--- config.mk ---
export PLATFORM = sky130hd
export DESIGN_NAME = cnn_pe_controller
export DESIGN_NICKNAME = d
export VERILOG_FILES = /design/src/rtl/cnn_pe_controller.sv
export SDC_FILE = /design/constraint.sdc
export NUM_CORES = 1
export LEC_CHECK = 0
export ABC_CLOCK_PERIOD_IN_PS = 1900
export CAP_MARGIN = 20
export CORE_MARGIN = 1
export CORE_UTILIZATION = 45
export CTS_BUF_LIST = sky130_fd_sc_hd__clkbuf_4 sky130_fd_sc_hd__clkbuf_8
export CTS_CLUSTER_DIAMETER = 30
export CTS_CLUSTER_SIZE = 14
export DETAILED_ROUTE_END_ITERATION = 10
export HOLD_SLACK_MARGIN = 0.02
export MAX_ROUTING_LAYER = met4
export PLACE_DENSITY_LB_ADDON = 0.2
export SYNTH_ARGS = -nofsm -noshare
export SYNTH_HDL_FRONTEND = slang
export SYNTH_SLANG_ARGS = --single-unit
--- constraint.sdc ---
create_clock -name clk -period 1.9 [get_ports clk]
set_clock_uncertainty 0.2 [all_clocks]
set_input_delay 0.19 -clock clk [delete_from_list [all_inputs] [get_ports clk]]
set_output_delay 0.19 -clock clk [all_outputs]
set_load 0.01 [all_outputs]
--- src/rtl/cnn_pe_controller.sv ---
// cnn_pe_controller
//   Sequencing FSM for the CNN processing-element datapath. It waits for
//   IFmap/filter scratch-pad data, issues fetch/multiply/accumulate strobes
//   for each MAC, closes every filter window through the result buffer, and
//   advances filter, stride and start pointer.
//
// Optional feature macro: PE_CTRL_PERF_EN adds the mac_count and
// stall_cycles performance counters.
//
// Ports
//   clk                 in   rising-edge clock
//   rst                 in   asynchronous active-low reset
//   start               in   level; begin/continue processing while high
//   sp_valid, filter_cannot_read, go_next_stride, stride_ended,
//   is_last_filter, error                      in   datapath status
//   stall[1:0]          in   result-buffer write stall (0 = no stall)
//   en_p_traverse, ren, ld_IF, mult_en, i_en, ld_result, first_time
//                       out  MAC-path strobes
//   done, next_filter, next_psum_addr          out  window-close strobes
//   next_stride, rst_current_filter, rst_is_last_filter
//                       out  window-advance strobes
//   next_start, rst_stride, rst_stride_ended, rst_p_valid, make_empty
//                       out  row-advance strobes
//   busy                out  FSM not in IDLE/ERR
//   err                 out  sticky error flag
//   err_code[1:0]       out  01 datapath error, 10 timeout, 00 none
//   mac_count, stall_cycles  out  saturating counters (PE_CTRL_PERF_EN only)
//
// State | meaning
// ------+------------------------------------------------------------
// IDLE  | waiting for start
// WAIT  | waiting for scratch-pad data; timeout counter running
// FETCH | read scratch pads, load IFmap register
// MULT  | multiply; first_time marks the first MAC of a filter window
// ACC   | accumulate into result; decide window close
// CLOSE | hold done while result buffer stalls, then write psum
// ADV   | last filter done: advance stride, reset filter pointers
// ROW   | stride row ended: advance start pointer, empty buffers
// ERR   | sticky error, only reset leaves it

module cnn_pe_controller #(
  parameter int TIMEOUT_CYCLES = 1023,
  parameter int TO_WIDTH       = 10,
  parameter int PERF_WIDTH     = 16
) (
  input  logic       clk,
  input  logic       rst,
  input  logic       start,
  input  logic       sp_valid,
  input  logic       filter_cannot_read,
  input  logic       go_next_stride,
  input  logic       stride_ended,
  input  logic       is_last_filter,
  input  logic       error,
  input  logic [1:0] stall,
  output logic       en_p_traverse,
  output logic       ren,
  output logic       ld_IF,
  output logic       mult_en,
  output logic       i_en,
  output logic       ld_result,
  output logic       first_time,
  output logic       done,
  output logic       next_filter,
  output logic       next_psum_addr,
  output logic       next_stride,
  output logic       rst_current_filter,
  output logic       rst_is_last_filter,
  output logic       next_start,
  output logic       rst_stride,
  output logic       rst_stride_ended,
  output logic       rst_p_valid,
  output logic       make_empty,
  output logic       busy,
  output logic       err,
  output logic [1:0] err_code
`ifdef PE_CTRL_PERF_EN
  ,
  output logic [PERF_WIDTH-1:0] mac_count,
  output logic [PERF_WIDTH-1:0] stall_cycles
`endif
);

  typedef enum logic [3:0] {
    S_IDLE  = 4'd0,
    S_WAIT  = 4'd1,
    S_FETCH = 4'd2,
    S_MULT  = 4'd3,
    S_ACC   = 4'd4,
    S_CLOSE = 4'd5,
    S_ADV   = 4'd6,
    S_ROW   = 4'd7,
    S_ERR   = 4'd8
  } state_t;

  // Elaboration-time sanity checks on the parameter set.
  if (TO_WIDTH < $clog2(TIMEOUT_CYCLES + 1)) begin : g_to_width_chk
    $error("TO_WIDTH too small for TIMEOUT_CYCLES");
  end
  if (PERF_WIDTH < 1) begin : g_perf_width_chk
    $error("PERF_WIDTH must be at least 1");
  end

  state_t              state;
  state_t              state_next;
  logic [TO_WIDTH-1:0] to_cnt;
  logic                first_flag;
  logic                data_ready;
  logic                to_hit;
  logic                stall_active;

  assign data_ready   = sp_valid & ~filter_cannot_read;
  // The counter holds the number of earlier non-ready WAIT cycles, so the
  // TIMEOUT_CYCLES-th consecutive non-ready cycle is the one that trips.
  assign to_hit       = (to_cnt == TO_WIDTH'(TIMEOUT_CYCLES - 1));
  assign stall_active = (stall != 2'b00);

  always_ff @(posedge clk or negedge rst) begin
    if (!rst) begin
      state <= S_IDLE;
    end else begin
      state <= state_next;
    end
  end

  always_comb begin
    state_next         = state;
    en_p_traverse      = 1'b0;
    ren                = 1'b0;
    ld_IF              = 1'b0;
    mult_en            = 1'b0;
    i_en               = 1'b0;
    ld_result          = 1'b0;
    first_time         = 1'b0;
    done               = 1'b0;
    next_filter        = 1'b0;
    next_psum_addr     = 1'b0;
    next_stride        = 1'b0;
    rst_current_filter = 1'b0;
    rst_is_last_filter = 1'b0;
    next_start         = 1'b0;
    rst_stride         = 1'b0;
    rst_stride_ended   = 1'b0;
    rst_p_valid        = 1'b0;
    make_empty         = 1'b0;
    busy               = 1'b1;
    err                = 1'b0;

    case (state)
      S_IDLE: begin
        busy = 1'b0;
        if (start) state_next = S_WAIT;
      end
      S_WAIT: begin
        en_p_traverse = 1'b1;
        // A datapath error wins over data arriving in the same cycle.
        if (error)           state_next = S_ERR;
        else if (data_ready) state_next = S_FETCH;
        else if (to_hit)     state_next = S_ERR;
      end
      S_FETCH: begin
        ren        = 1'b1;
        ld_IF      = 1'b1;
        state_next = S_MULT;
      end
      S_MULT: begin
        mult_en    = 1'b1;
        first_time = first_flag;
        state_next = S_ACC;
      end
      S_ACC: begin
        ld_result  = 1'b1;
        i_en       = 1'b1;
        state_next = go_next_stride ? S_CLOSE : S_WAIT;
      end
      S_CLOSE: begin
        // done covers the whole close, including the final write cycle.
        done = 1'b1;
        if (!stall_active) begin
          next_psum_addr = 1'b1;
          if (is_last_filter) begin
            state_next = S_ADV;
          end else begin
            next_filter = 1'b1;
            state_next  = S_WAIT;
          end
        end
      end
      S_ADV: begin
        next_stride        = 1'b1;
        rst_current_filter = 1'b1;
        rst_is_last_filter = 1'b1;
        state_next         = stride_ended ? S_ROW : S_WAIT;
      end
      S_ROW: begin
        next_start       = 1'b1;
        rst_stride       = 1'b1;
        rst_stride_ended = 1'b1;
        rst_p_valid      = 1'b1;
        make_empty       = 1'b1;
        state_next       = start ? S_WAIT : S_IDLE;
      end
      S_ERR: begin
        busy = 1'b0;
        err  = 1'b1;
      end
      default: begin
        busy       = 1'b0;
        state_next = S_IDLE;
      end
    endcase
  end

  always_ff @(posedge clk or negedge rst) begin
    if (!rst) begin
      to_cnt <= '0;
    end else if (state == S_WAIT && state_next == S_WAIT) begin
      to_cnt <= to_cnt + 1'b1;
    end else begin
      to_cnt <= '0;
    end
  end

  // first_flag marks that the next MULT opens a new filter window.
  always_ff @(posedge clk or negedge rst) begin
    if (!rst) begin
      first_flag <= 1'b1;
    end else begin
      case (state)
        S_ACC:   first_flag <= 1'b0;
        S_CLOSE: if (!stall_active && !is_last_filter) first_flag <= 1'b1;
        S_ADV:   first_flag <= 1'b1;
        default: ;
      endcase
    end
  end

  always_ff @(posedge clk or negedge rst) begin
    if (!rst) begin
      err_code <= 2'b00;
    end else if (state == S_WAIT && state_next == S_ERR) begin
      err_code <= error ? 2'b01 : 2'b10;
    end
  end

`ifdef PE_CTRL_PERF_EN
  logic stall_inc;

  assign stall_inc = (state == S_WAIT) || (state == S_CLOSE && stall_active);

  always_ff @(posedge clk or negedge rst) begin
    if (!rst) begin
      mac_count    <= '0;
      stall_cycles <= '0;
    end else begin
      if (state == S_ACC && mac_count != '1) begin
        mac_count <= mac_count + 1'b1;
      end
      if (stall_inc && stall_cycles != '1) begin
        stall_cycles <= stall_cycles + 1'b1;
      end
    end
  end
`endif

endmodule
* Yosys cells after proc, flatten, opt, wreduce, memory -nomap -nowiden *
Cells that the tools add are included.

operators by class
  muxes and demuxes = 29
  magnitude comparators = 0
  bitwise gates (word level) = 2
  div/mod/pow operators = 0
  shift-type cells = 0
  reduce and logical (&&, ||, !) cells = 10
  equal/unequal tests = 12
  add/subtract/negate cells = 1
  multiply operators = 0

operators by type and width
  kind                                            number
  case mux 4 bit (9 select lines)                 1
  two-way mux 4 bit                               5
  two-way mux 1 bit                               17
  == test 4 x 3 -> 1 bit (second input constant)  4
  adder 10 x 1 -> 10 bit (second input constant)  1
  == test 10 bit (second input constant)          1
  two-way mux 10 bit                              1
  two-way mux 3 bit                               3
  == test 4 x 1 -> 1 bit (second input constant)  2
  == test 4 x 2 -> 1 bit (second input constant)  2
  == test 4 bit (second input constant)           2
  OR reduction 7 bit                              1
  logical NOT 4 bit                               1
  logical AND 1 bit                               3
  case mux 1 bit (3 select lines)                 1
  nonzero test 3 bit                              1
  logical NOT 1 bit                               2
  two-way mux 2 bit                               1
  != test 2 bit (second input constant)           1
  AND reduction 2 bit                             1
  nonzero test 2 bit                              1
  bitwise AND 1 bit                               1
  NOT 1 bit                                       1

storage, ports and cells
  latch bits = 0
  input bits = 11
  register bits after elaboration = 17
  memories kept = 0
  bits in writable memories = 0
  word-level logic and storage cells = 58
  ROM bits = 0

* Longest topological paths before layout *
Gate-level depths: netlist (run 1).

  word-level depth = 8
  mapped depth = 7
  gate-level depth less buffers = 6

* Least setup slack after synthesis (run 1) *
Ideal clock, no wire load.

  path type = reg-to-reg
  from = register state[1]
  to = register to_cnt[2]
  stages on the path, launching flop included = 7
  arrival = 1551 ps
  clock period less this slack = 1822 ps
  path buffers = 2
  path slack = 78 ps
  data required time = 1629 ps
  library setup time = 71 ps
  path through = dfrtp_1 buf_6 nor4b_4 nand2_1 or3_1 buf_6 nor2_1

on the way
  cells in the longest elaborated chain, start to end = 7
  elaborated cells on any way between the ends = 18
  classes of those cells = eq/ne (9); mux (7); reduce/logical (2)

ends and longest elaborated chain
  element                          RTL line  source
  from (decl)                      104       state_t state;
  from (signal assigned)           122       state <= state_next;
  two-way mux 4 bit                159       else if (to_hit) state_next = S_ERR;
  two-way mux 4 bit                158       else if (data_ready) state_next = S_FETCH;
  two-way mux 4 bit                157       if (error) state_next = S_ERR;
  case mux 4 bit (9 select lines)  149       case (state)
  == test 4 x 1 -> 1 bit           217       end else if (state == S_WAIT && state_next == S_WAIT) begin
  logical AND 1 bit (*)            217
  two-way mux 10 bit (*)           217
  to (signal assigned)             218       to_cnt <= to_cnt + 1'b1;
  to (decl)                        106       logic [TO_WIDTH-1:0] to_cnt;

Mark *: on every way between the ends. The rest lies on a longest branch, timed or not.
A chain may end at the register's enable or synchronous reset.

* Worst setup path in the final report (run 1) *
  from = register state[0]
  to = output next_filter

on the way
  cells in the longest elaborated chain, start to end = 2

ends and longest elaborated chain
  element                 RTL line  source
  == test 4 x 3 -> 1 bit  149
  two-way mux 1 bit       149
  to (decl)               64        output logic next_filter,

No other way between the ends.

==> metrics.md, run 1 <==
| Metric | Value |
|---|---|
| Worst setup path start | state[0] |
| Hold Slack | 318 ps |
| First drt pass iteration count | 4 |
| Worst-Skew Late Latency | 300 ps |
| Initial DRC count | 34 |
| Tot GR Track Use | 25.5% |
| Footprint of the multi-input gates | 589 um2 |
| Vias in the first global route | approximately 1000 |
| WP data required | ~1500 ps |
| Clk buf depth | 2 |
| Synth top cells by count | 19 x nor2_1, 16 x dfrtp_1, 8 x buf_4 |
| Post-synth EDFFs | 0 |
| Largest net degree at the start of global routing | 18 |
| Initial antenna violation count | 0 |
| Fmax achieved | 506 MHz |
| Switching Fraction | 37.9% |
| Area growth, synth to finish | 63.1% |
| Final period util | 104% |
| Layout cells sized above 1 | 38.7% |
| Clock Power Share | 14.3% |
| Syn nets | 127 |
| Diode count | 0 |
| Leak Pwr | 0.000846 uW |
| # fillers | 120 |
| Starting Density | approximately half |
| Register share of total power | 31.8% |
| Startpoint Class | register |
| Cell count after synthesis | between 100 and 150 |
| YS warnings | 0 |
| Gr ovfl total | 0 |
| Avg WL per Cell | 16.6 um |
| Max IR drop VDD | 579 uV |
| Mapped Area | 1020 um2 |
| CP Max Fanout | 4 |
| HP Class | reg -> reg |
| IO Count | 33 |
| Final setup margin | -76.2 ps |
| Post-Route WL | 3240 um |
| Synth Flop Type | dfrtp_1 |
| Vias per inst | 5.63 |
| Arrival time at the worst endpoint | 1590 ps |
| RD Place Congestion | 0.856 |
| Synth area leaders | dfrtp_1 39%, nor2_1 7.0%, buf_4 5.9% |
| Row cnt | 16 |
| Post-synth top area cell | dfrtp_1 |
| CTS tree | built |
| Ys async rst share | 100% |
| HP Start | err_code[0] |
| First-pass GRT wire length | 4610 um |
| Vias | 1097 |
| Int Power | a little under 900 uW |
| Status | finished with violations |
| Seq/Total Area, Yosys | between 40% and 50% |
| Clk root buf | clkbuf_4 |
| Max-slew headroom | 74.1% |
| Yosys cell types | 31 |
| Core ar. | 2040 um2 |
| Critical setup path kind | reg -> out |
| Clock sinks | 17 |
| FF/Latch Area | 427 um2 |
| P per Cell Area | 866 nW/um2 |
| Post-layout min period | 1980 ps |
| Clock transition at path regs | 100 ps |
| CP Capture Type | output port |
| Comb power frac | around 54% |
| Total power | 1440 uW |
| RSZ-0062 raised after global routing | true |
| Yosys top cell area share | between 30% and 40% |
| I/O Buffers | 32 |
| Max Transition Viols Final | 0 |
| Seq cells post-synth | 17 |
| Final Setup Violations | 14 |
| RR Startpoint | state[1] |
| Final hold vios | 0 |
| Final ANT Viol Nets | 0 |
| Die H | around 50 um |
| NumNets Final | 182 |
| Top-count cell post-synth | nor2_1 |
| Psw | 544 uW |
| Failing checks | setup timing |
| H-tree depth | 1 |
| Total die area | around 2500 um2 |
| Syn Area/Cell | 8.91 um2 |
| DP HPWL | 1750 um |
| Least-Margin Pin Slew | approximately 390 ps |
| DIE WIDTH | approximately 50 um |
| Num CTS Buffers | 3 |
| MaxCap Viol Count | 0 |
| Residual DRC | 0 |
-- stage by stage --
stage / setup slack, ps / instance area [um2] / util [%] / std cells / TNS, ps
after floorplan: 77.6 / 1020 / - / 114 / 0
after global placement: 15.6 / 1400 / 68.5 / 177 / 0
after detailed placement: -19.2 / 1400 / 68.5 / 177 / -52.1
after CTS: -141 / 1560 / 76.6 / 192 / -484
after global routing: -131 / 1660 / 81.1 / 195 / -1570
final: -76.2 / 1660 / 81.1 / 195 / -444
-- critical path, stage by stage, from the launching register on --
cell      delay [ps]
dfrtp_1          430
buf_6            140
buf_6            110
and2b_1          170
nand2b_1         120
inv_2             70
nand2_4           80
nor2_1            40
buf_2            130
-- state kept, by name (all words and copies together) (netlist names) --
signal	count
err_code	2
first_flag	1
state	4
to_cnt	10
-- placed cells by master, fill, tap and decap left out, types with 4 or more instances in the layout --
master	n
buf_4	19
nand2_1	5
a21oi_1	4
xor2_1	6
clkdlybuf4s50_1	12
nor2_1	11
inv_1	4
dlygate4sd2_1	10
nor3_1	4
nor2_2	5
buf_6	12
nand3_1	6
dfrtp_1	16
-- routing by layer --
layer  global-route usage (%)  share of wire (%)  up-vias
met5                        -                  0        -
met4                     4.29                3.6        0
met3                     6.48                6.8       13
met2                     44.5                 51       58
met1                     30.0                 38      534
li1                         -                  -      492
-- worst paths after layout --
path | slack (ps) | depth (start not counted) | to
worst max-delay path | -80 | 8 | next_filter
worst min-delay path | 320 | 1 | err_code[0]
worst max register to register | -50 | 6 | to_cnt[5]
worst min register to register | 320 | 1 | err_code[0]
max in group asynchronous | 670 | 3 | first_flag
min in group asynchronous | 580 | 3 | state[0]
-- repair_timing --
item / in CTS / in global routing
gates resized for setup: 59 / 25
cloned: 0 / 1
setup endpoints to repair: 28 / 27
buffers inserted: 11 / 3
hold buffers: 1 / 0
endpoints found under the hold margin: 16 / 0
pin swaps: 3 / 3
-- final cells by class --
class	instances	share of cell area (%)
flip-flops and latches	17	25.8
clock buffers	3	1.36
repair buffers	61	33.3
multi-input cells	80	35.6
clock inverters	1	0.453
well taps	27	2.04
inverters	6	1.51
-- cells by family after synthesis --
kind of cell               Yosys count  share of synthesized area [%]
DFF                                 17                           42.0
AOI/OAI and AO/OA                   16                           10.3
adders and majority gates            2                           2.46
xor gates and xnor gates             8                           6.90
and+or+nand+nor                     53                           27.1
buffers and inverters               18                           11.2
-- power by group through the flow --
stage | registers [uW] | logic (uW) | clock network (uW)
finish | 456 | 775 | 205
global route | 461 | 820 | 222
CTS | 449 | 621 | 206
detailed placement | 458 | 520 | 0
global placement | 453 | 514 | 0
floorplan | 453 | 287 | 0
Note: power is estimated with default switching activity, not from simulation.
==> run 2: changes to the inputs <==
--- a/config.mk
+++ b/config.mk
@@ -5,7 +5,7 @@
 export SDC_FILE = /design/constraint.sdc
 export NUM_CORES = 1
 export LEC_CHECK = 0
-export ABC_CLOCK_PERIOD_IN_PS = 1900
+export ABC_CLOCK_PERIOD_IN_PS = 2200
 export CAP_MARGIN = 20
 export CORE_MARGIN = 1
 export CORE_UTILIZATION = 45
@@ -19,3 +19,4 @@
 export SYNTH_ARGS = -nofsm -noshare
 export SYNTH_HDL_FRONTEND = slang
 export SYNTH_SLANG_ARGS = --single-unit
+export TNS_END_PERCENT = 100
==> constraint.sdc (replaced) <==
create_clock -name clk -period 2.2 [get_ports clk]
set_clock_uncertainty 0.2 [all_clocks]
set_input_delay 0.22 -clock clk [delete_from_list [all_inputs] [get_ports clk]]
set_output_delay 0.22 -clock clk [all_outputs]
set_load 0.01 [all_outputs]
==> run 2 against run 1 <==
Highest routed layer unchanged. Routed wire length fell by 34%. The flow now finishes without violations. Global-route usage fell by 6.4 points. Clock-buffer cell count increased by 1. Cell count shrank 12%. Sequential power shrank 9.9%. Clock power decreased by 13%. Critical path depth shrank 4. Hold slack got worse by 280 ps. Cell area is 16% lower. Sequential share of layout area rose by 5.2 points. Core utilization down 13 points.
==> metrics.md, run 2 (synthesized netlist as in run 1, its figures left out) <==
| Metric | Value |
|---|---|
| Clk buf depth | 2 (unchanged) |
| Comb power frac | 40.4% (was 54.0%) |
| Vias in the first global route | 799 (was 1023) |
| CP Capture Type | output port (unchanged) |
| HP Class | in -> async (was reg -> reg) |
| Clock transition at path regs | 100 ps (about the same) |
| Total power | 990 uW (was 1440 uW) |
| Cts hold-fix bufs | 0 (was 1) |
| Least-Margin Pin Slew | 363 ps (was 385 ps) |
| Commonest cells after routing, fill and taps aside | 21 x clkdlybuf4s50_1, 17 x nor2_1, 13 x dfrtp_1 (was 19 x buf_4, 16 x dfrtp_1, 12 x clkdlybuf4s50_1, 12 x buf_6, 11 x nor2_1) |
| M1 GR Usage | 24.8% (was 30.0%) |
| Arrival time at the worst endpoint | 1710 ps (was 1590 ps) |
| Initial antenna violation count | 0 (unchanged) |
| Met2 usage | 31.5% (was 44.5%) |
| Post-layout min period | 2130 ps |
| Row cnt | 16 (unchanged) |
| Max FFs per register | 10 (unchanged) |
| First drt pass iteration count | 4 (unchanged) |
| Diode count | 0 (unchanged) |
| Startpoint Class | register (unchanged) |
| Final period util | 97.0% |
| CP Max Fanout | 4 (unchanged) |
| MaxCap Viol Count | 0 (unchanged) |
| Register share of total power | 41.5% (was 31.8%) |
| FF/Latch Area | 430 um2 (was 427 um2) |
| Area growth, synth to finish | 36.7% (was 63.1%) |
| RD Place Congestion | 0.892 (was 0.856) |
| Avg WL per Cell | 12.5 um (was 16.6 um) |
| # fillers | 175 (was 120) |
| WP data required | 1780 ps (was 1510 ps) |
| Core ar. | 2040 um2 (unchanged) |
| H-tree depth | 1 (unchanged) |
| Final hold vios | 0 (unchanged) |
| Initial DRC count | 20 (was 34) |
| Worst-Skew Late Latency | 290 ps (was 300 ps) |
| I/O Buffers | 32 (unchanged) |
| Status | complete, no violations (was finished with violations) |
| Final Setup Violations | 0 (was 14) |
| Dpl cells | 166 (was 177) |
| Vias per inst | 5.18 (was 5.63) |
| Max-slew headroom | 75.8% (was 74.1%) |
| Post-Route WL | 2140 um (was 3240 um) |
| Clk root buf | clkbuf_4 (unchanged) |
| Max IR drop VDD | 455 uV (was 579 uV) |
| Leak Pwr | 0.000711 uW (was 0.000846 uW) |
| DP HPWL | 1580 um (was 1750 um) |
| P per Cell Area | 713 nW/um2 (was 866 nW/um2) |
| First-pass GRT wire length | 3540 um (was 4610 um) |
| Largest net degree at the start of global routing | 18 (unchanged) |
| Switching Fraction | 34.3% (was 37.9%) |
| Die H | 49.5 um (unchanged) |
| Top Usage Layer GRT | met2 (unchanged) |
| Num CTS Buffers | 3 (unchanged) |
| DIE WIDTH | 49.5 um (unchanged) |
| Fmax achieved | 469 MHz |
| Gr ovfl total | 0 (unchanged) |
| Critical setup path kind | reg -> out (unchanged) |
| Non-filler cells, final | 171 (was 195) |
| NumNets Final | 158 (was 182) |
| Reg with most FFs | to_cnt (unchanged) |
| Residual DRC | 0 (unchanged) |
| Commonest non-fill, non-tap cell in the layout | clkdlybuf4s50_1 (was buf_4) |
| Starting Density | 49.8% (unchanged) |
| Grt met3 use | 4.01% (was 6.48%) |
| Layout cells sized above 1 | 16.0% (was 38.7%) |
| CTS tree | built (unchanged) |
| Final ANT Viol Nets | 0 (unchanged) |
| Footprint of the multi-input gates | 502 um2 (was 589 um2) |
| Clock sinks | 17 (unchanged) |
| Clock Power Share | 18.1% (was 14.3%) |
| IO Count | 33 (unchanged) |
| Total die area | 2450 um2 (unchanged) |
| Max Transition Viols Final | 0 (unchanged) |
| Vias | 886 (was 1097) |
| Largest regs | to_cnt (10), state (4), err_code (2) (unchanged) |
| Psw | 340 uW (was 544 uW) |
| Int Power | 650 uW (was 892 uW) |
| Tot GR Track Use | 19.1% (was 25.5%) |
==> run 2: cell count changes in the layout (fill, tap and decap cells not counted), sizes merged <==
cell / previous run / this run
dlymetal6s2s: 2 / 5
dlygate4sd2: 10 / 6
clkdlybuf4s50: 12 / 21
or3: 2 / 1
dlygate4sd3: 1 / 0
buf: 34 / 6
clkdlybuf4s15: 1 / 0
clkinvlp: 1 / 0
==> run 2: final timing paths <==
path | to | startpoint | slack (ps) | cells after the start
max | i_en | state[3] | 70 | 4
min | state[3] | rst | 40 | 2
max reg2reg | to_cnt[6] | state[2] | 290 | 5
min reg2reg | err_code[0] | err_code[0] | 320 | 1
max in group asynchronous | first_flag | rst | 1500 | 2
min in group clk | err_code[0] | err_code[0] | 320 | 1
==> run 2: area by class of cell <==
type | count | share of cell area, %
clock buffers | 4 | 2.16
inverters | 6 | 1.62
multi-input cells | 79 | 36.1
flip-flops and latches | 17 | 31.0
well taps | 27 | 2.43
repair buffers | 38 | 26.7
==> run 2: critical path, stage by stage, from the launching register on <==
cell	delay [ps]
dfrtp_1	400
nand2b_2	230
nand2b_1	190
inv_1	80
clkdlybuf4s50_1	530
==> run 2: power by group through the flow <==
stage / Combinational [uW] / Sequential (uW) / Clock (uW)
6_report: 400 / 411 / 179
5_1_grt: 435 / 419 / 193
4_1_cts: 384 / 411 / 183
3_5_place_dp: 387 / 413 / 0
3_3_place_gp: 382 / 410 / 0
2_1_floorplan: 248 / 391 / 0
==> run 2: what timing repair did <==
action	CTS	global route
setup endpoints to repair	15	12
setup buffers	0	1
gates resized for setup	12	9
==> run 2: routing by layer <==
metal  up-vias  part of all wire (%)
li1        436                     -
met1       423                    47
met2        24                    47
met3         3                   5.0
met4         0                  0.47
met5         -                     0
==> run 2: per-stage QoR <==
| stage | setup TNS, ps | utilization (%) | worst slack [ps] | cell area, um2 | hold WS (ps) |
|---|---|---|---|---|---|
| 2_1_floorplan | 0 | - | 378 | 1020 | -276 |
| 3_3_place_gp | 0 | 64.5 | 199 | 1320 | 288 |
| 3_5_place_dp | 0 | 64.5 | 108 | 1320 | 281 |
| 4_1_cts | -79.1 | 66.4 | -20.9 | 1360 | 42.5 |
| 5_1_grt | -3.54 | 68.0 | -3.54 | 1390 | 58.5 |
| 6_report | 0 | 68.0 | 66.0 | 1390 | 38.4 |
==> run 3: changes to the inputs <==
--- a/config.mk
+++ b/config.mk
@@ -7,8 +7,10 @@
 export LEC_CHECK = 0
 export ABC_CLOCK_PERIOD_IN_PS = 2200
 export CAP_MARGIN = 20
+export CELL_PAD_IN_SITES_DETAIL_PLACEMENT = 0
+export CELL_PAD_IN_SITES_GLOBAL_PLACEMENT = 1
 export CORE_MARGIN = 1
-export CORE_UTILIZATION = 45
+export CORE_UTILIZATION = 34
 export CTS_BUF_LIST = sky130_fd_sc_hd__clkbuf_4 sky130_fd_sc_hd__clkbuf_8
 export CTS_CLUSTER_DIAMETER = 30
 export CTS_CLUSTER_SIZE = 14
==> run 3 against run 2 <==
The run now ends with DRC left. Hold slack improved by 15 ps. Clock-buffer cell count did not move. Global-route usage fell by 3.6 points. Critical path type unchanged. Largest cell class unchanged.
==> metrics.md, run 3 (synthesized netlist as in run 1, its figures left out) <==
| Metric | Value |
|---|---|
| DIE WIDTH | 56.7 um (was 49.5 um) |
| Final Setup Violations | 0 (unchanged) |
| Core ar. | 2810 um2 (was 2040 um2) |
| Clock sinks | 17 (unchanged) |
| IO Count | 33 (unchanged) |
| Reg with most FFs | to_cnt (unchanged) |
| Largest regs | to_cnt (10), state (4), err_code (2) (unchanged) |
| Post-layout min period | 2080 ps (was 2130 ps) |
| Post-route core utilization | 50.4% (was 68.0%) |
| P per Cell Area | 710 nW/um2 (was 713 nW/um2) |
| Gr ovfl total | 0 (unchanged) |
| Status | finished with violations (was complete, no violations) |
| Starting Density | 36.2% (was 49.8%) |
| Residual DRC | 3 (was 0) |
| CP Capture Type | output port (unchanged) |
| Vias per inst | 4.97 (was 5.18) |
| DP HPWL | 1650 um (was 1580 um) |
| Non-filler cells, final | 177 (was 171) |
| Crit path largest cell delay | 560 ps (was 530 ps) |
| Max-slew headroom | 75.2% (was 75.8%) |
| R2r worst-path depth | 6 (was 5) |
| Dpl cells | 170 (was 166) |
| Hold Slack | 53.4 ps (was 38.4 ps) |
| RSZ-0062 raised after global routing | false |
| RR Startpoint | state[3] (was state[2]) |
| Vias | 880 (was 886) |
| MaxCap Viol Count | 0 (unchanged) |
| Clk root buf | clkbuf_4 (unchanged) |
| CP Max Fanout | 8 (was 4) |
| First-pass GRT wire length | 3770 um (was 3540 um) |
| Avg WL per Cell | 12.6 um (was 12.5 um) |
| Die H | 56.7 um (was 49.5 um) |
| Critical setup path kind | reg -> out (unchanged) |
| Area growth, synth to finish | 39.3% (was 36.7%) |
| H-tree depth | 1 (unchanged) |
| Commonest cells after routing, fill and taps aside | 21 x clkdlybuf4s50_1, 17 x nor2_1, 14 x dfrtp_1 (was 21 x clkdlybuf4s50_1, 17 x nor2_1, 13 x dfrtp_1) |
| I/O Buffers | 32 (unchanged) |
| Setup TNS | 0 ps (unchanged) |
| Post-place setup slack | 169 ps (was 108 ps) |
| Row cnt | 19 (was 16) |
| Final ANT Viol Nets | 0 (unchanged) |
| Clk buf depth | 2 (unchanged) |
| Leak Pwr | 0.000717 uW (was 0.000711 uW) |
| Total die area | 3210 um2 (was 2450 um2) |
| Diode count | 0 (unchanged) |
| Largest net degree at the start of global routing | 18 (unchanged) |
| Fmax achieved | 480 MHz (was 469 MHz) |
| CP cell instances | buf_4 -> nor3_2 -> clkdlybuf4s50_1 (was nand2b_2 -> nand2b_1 -> inv_1 -> clkdlybuf4s50_1) |
| WP data required | 1780 ps (about the same) |
| Final period util | 94.8% (was 97.0%) |
| Cts hold-fix bufs | 0 (unchanged) |
| Max IR drop VDD | 386 uV (was 455 uV) |
| Vias in the first global route | 856 (was 799) |
| First drt pass iteration count | 7 (was 4) |
| Arrival time at the worst endpoint | 1660 ps (was 1710 ps) |
| Tot GR Track Use | 15.5% (was 19.1%) |
| Commonest non-fill, non-tap cell in the layout | clkdlybuf4s50_1 (unchanged) |
| Slowest cell on crit path | clkdlybuf4s50_1 (unchanged) |
| Clock transition at path regs | 100 ps (about the same) |
| Least-Margin Pin Slew | 373 ps (was 363 ps) |
| Initial DRC count | 26 (was 20) |
| Final setup margin | 115 ps (was 66.0 ps) |
| Layout cells sized above 1 | 15.8% (was 16.0%) |
| CTS tree | built (unchanged) |
| Max Transition Viols Final | 0 (unchanged) |
| Post-Route WL | 2240 um (was 2140 um) |
| Initial antenna violation count | 0 (unchanged) |
| Max FFs per register | 10 (unchanged) |
| Worst-Skew Late Latency | 280 ps (was 290 ps) |
| HP Class | in -> async (unchanged) |
| Failing checks | DRC |
| NumNets Final | 160 (was 158) |
| Internal reg-to-reg setup slack | 160 ps (was 290 ps) |
| Num CTS Buffers | 3 (unchanged) |
| RD Place Congestion | 0.744 (was 0.892) |
| Final hold vios | 0 (unchanged) |
| Worst R2R End | to_cnt[7] (was to_cnt[6]) |
| Startpoint Class | register (unchanged) |
## run 3: report_power, final
group | internal, uW | switching, uW
registers | 359 | 56.1
logic | 222 | 192
clock network | 82.7 | 94.0
## run 3: final cells by class
type | instances | area [um2]
clock buffers | 4 | 30.0
fillers | 286 | 1390
inverters | 6 | 22.5
multi-input cells | 79 | 508
flip-flops and latches | 17 | 429
well taps | 31 | 38.8
repair buffers | 40 | 387
## run 3: what timing repair did
| item | 4_1_cts | 5_1_grt |
|---|---|---|
| gates cloned | 0 | 0 |
| gates resized for setup | 12 | 10 |
| endpoints found under the setup margin | 15 | 14 |
| hold endpoints to repair | 0 | 0 |
| buffers inserted | 2 | 1 |
| pin swaps | 1 | 0 |
## run 3: how the worst max path moves through the flow
stage,from,end,cells past startpoint
floorplan,state[1],to_cnt[2],6
global placement,state[3],next_filter,6
detailed placement,state[1],rst_is_last_filter,3
CTS,state[0],rst_is_last_filter,3
global route,state[3],to_cnt[7],6
finish,state[2],mult_en,3
## run 3: worst max-delay path: cells and delay by family (launching register included)
| kind | cells | cell delay, ps |
|---|---|---|
| buf+inv | 2 | 750 |
| flops | 1 | 430 |
| simple gates | 1 | 200 |
## run 3: layer usage
layer / wire [um] / global-route usage, % / part of all wire, % / up-vias
met3: 95 / 4.84 / 4.2 / 2
met1: 1040 / 18.8 / 46 / 419
li1: - / - / - / 441
met5: 0 / - / 0 / -
met2: 1090 / 25.5 / 49 / 18
met4: 12 / 3.21 / 0.54 / 0
## run 3: metrics by stage
step           power [uW]  cell area (um2)
6_report             1010             1420
3_5_place_dp          791             1320
3_3_place_gp          788             1320
2_1_floorplan         639             1020
5_1_grt              1070             1420
4_1_cts              1000             1380
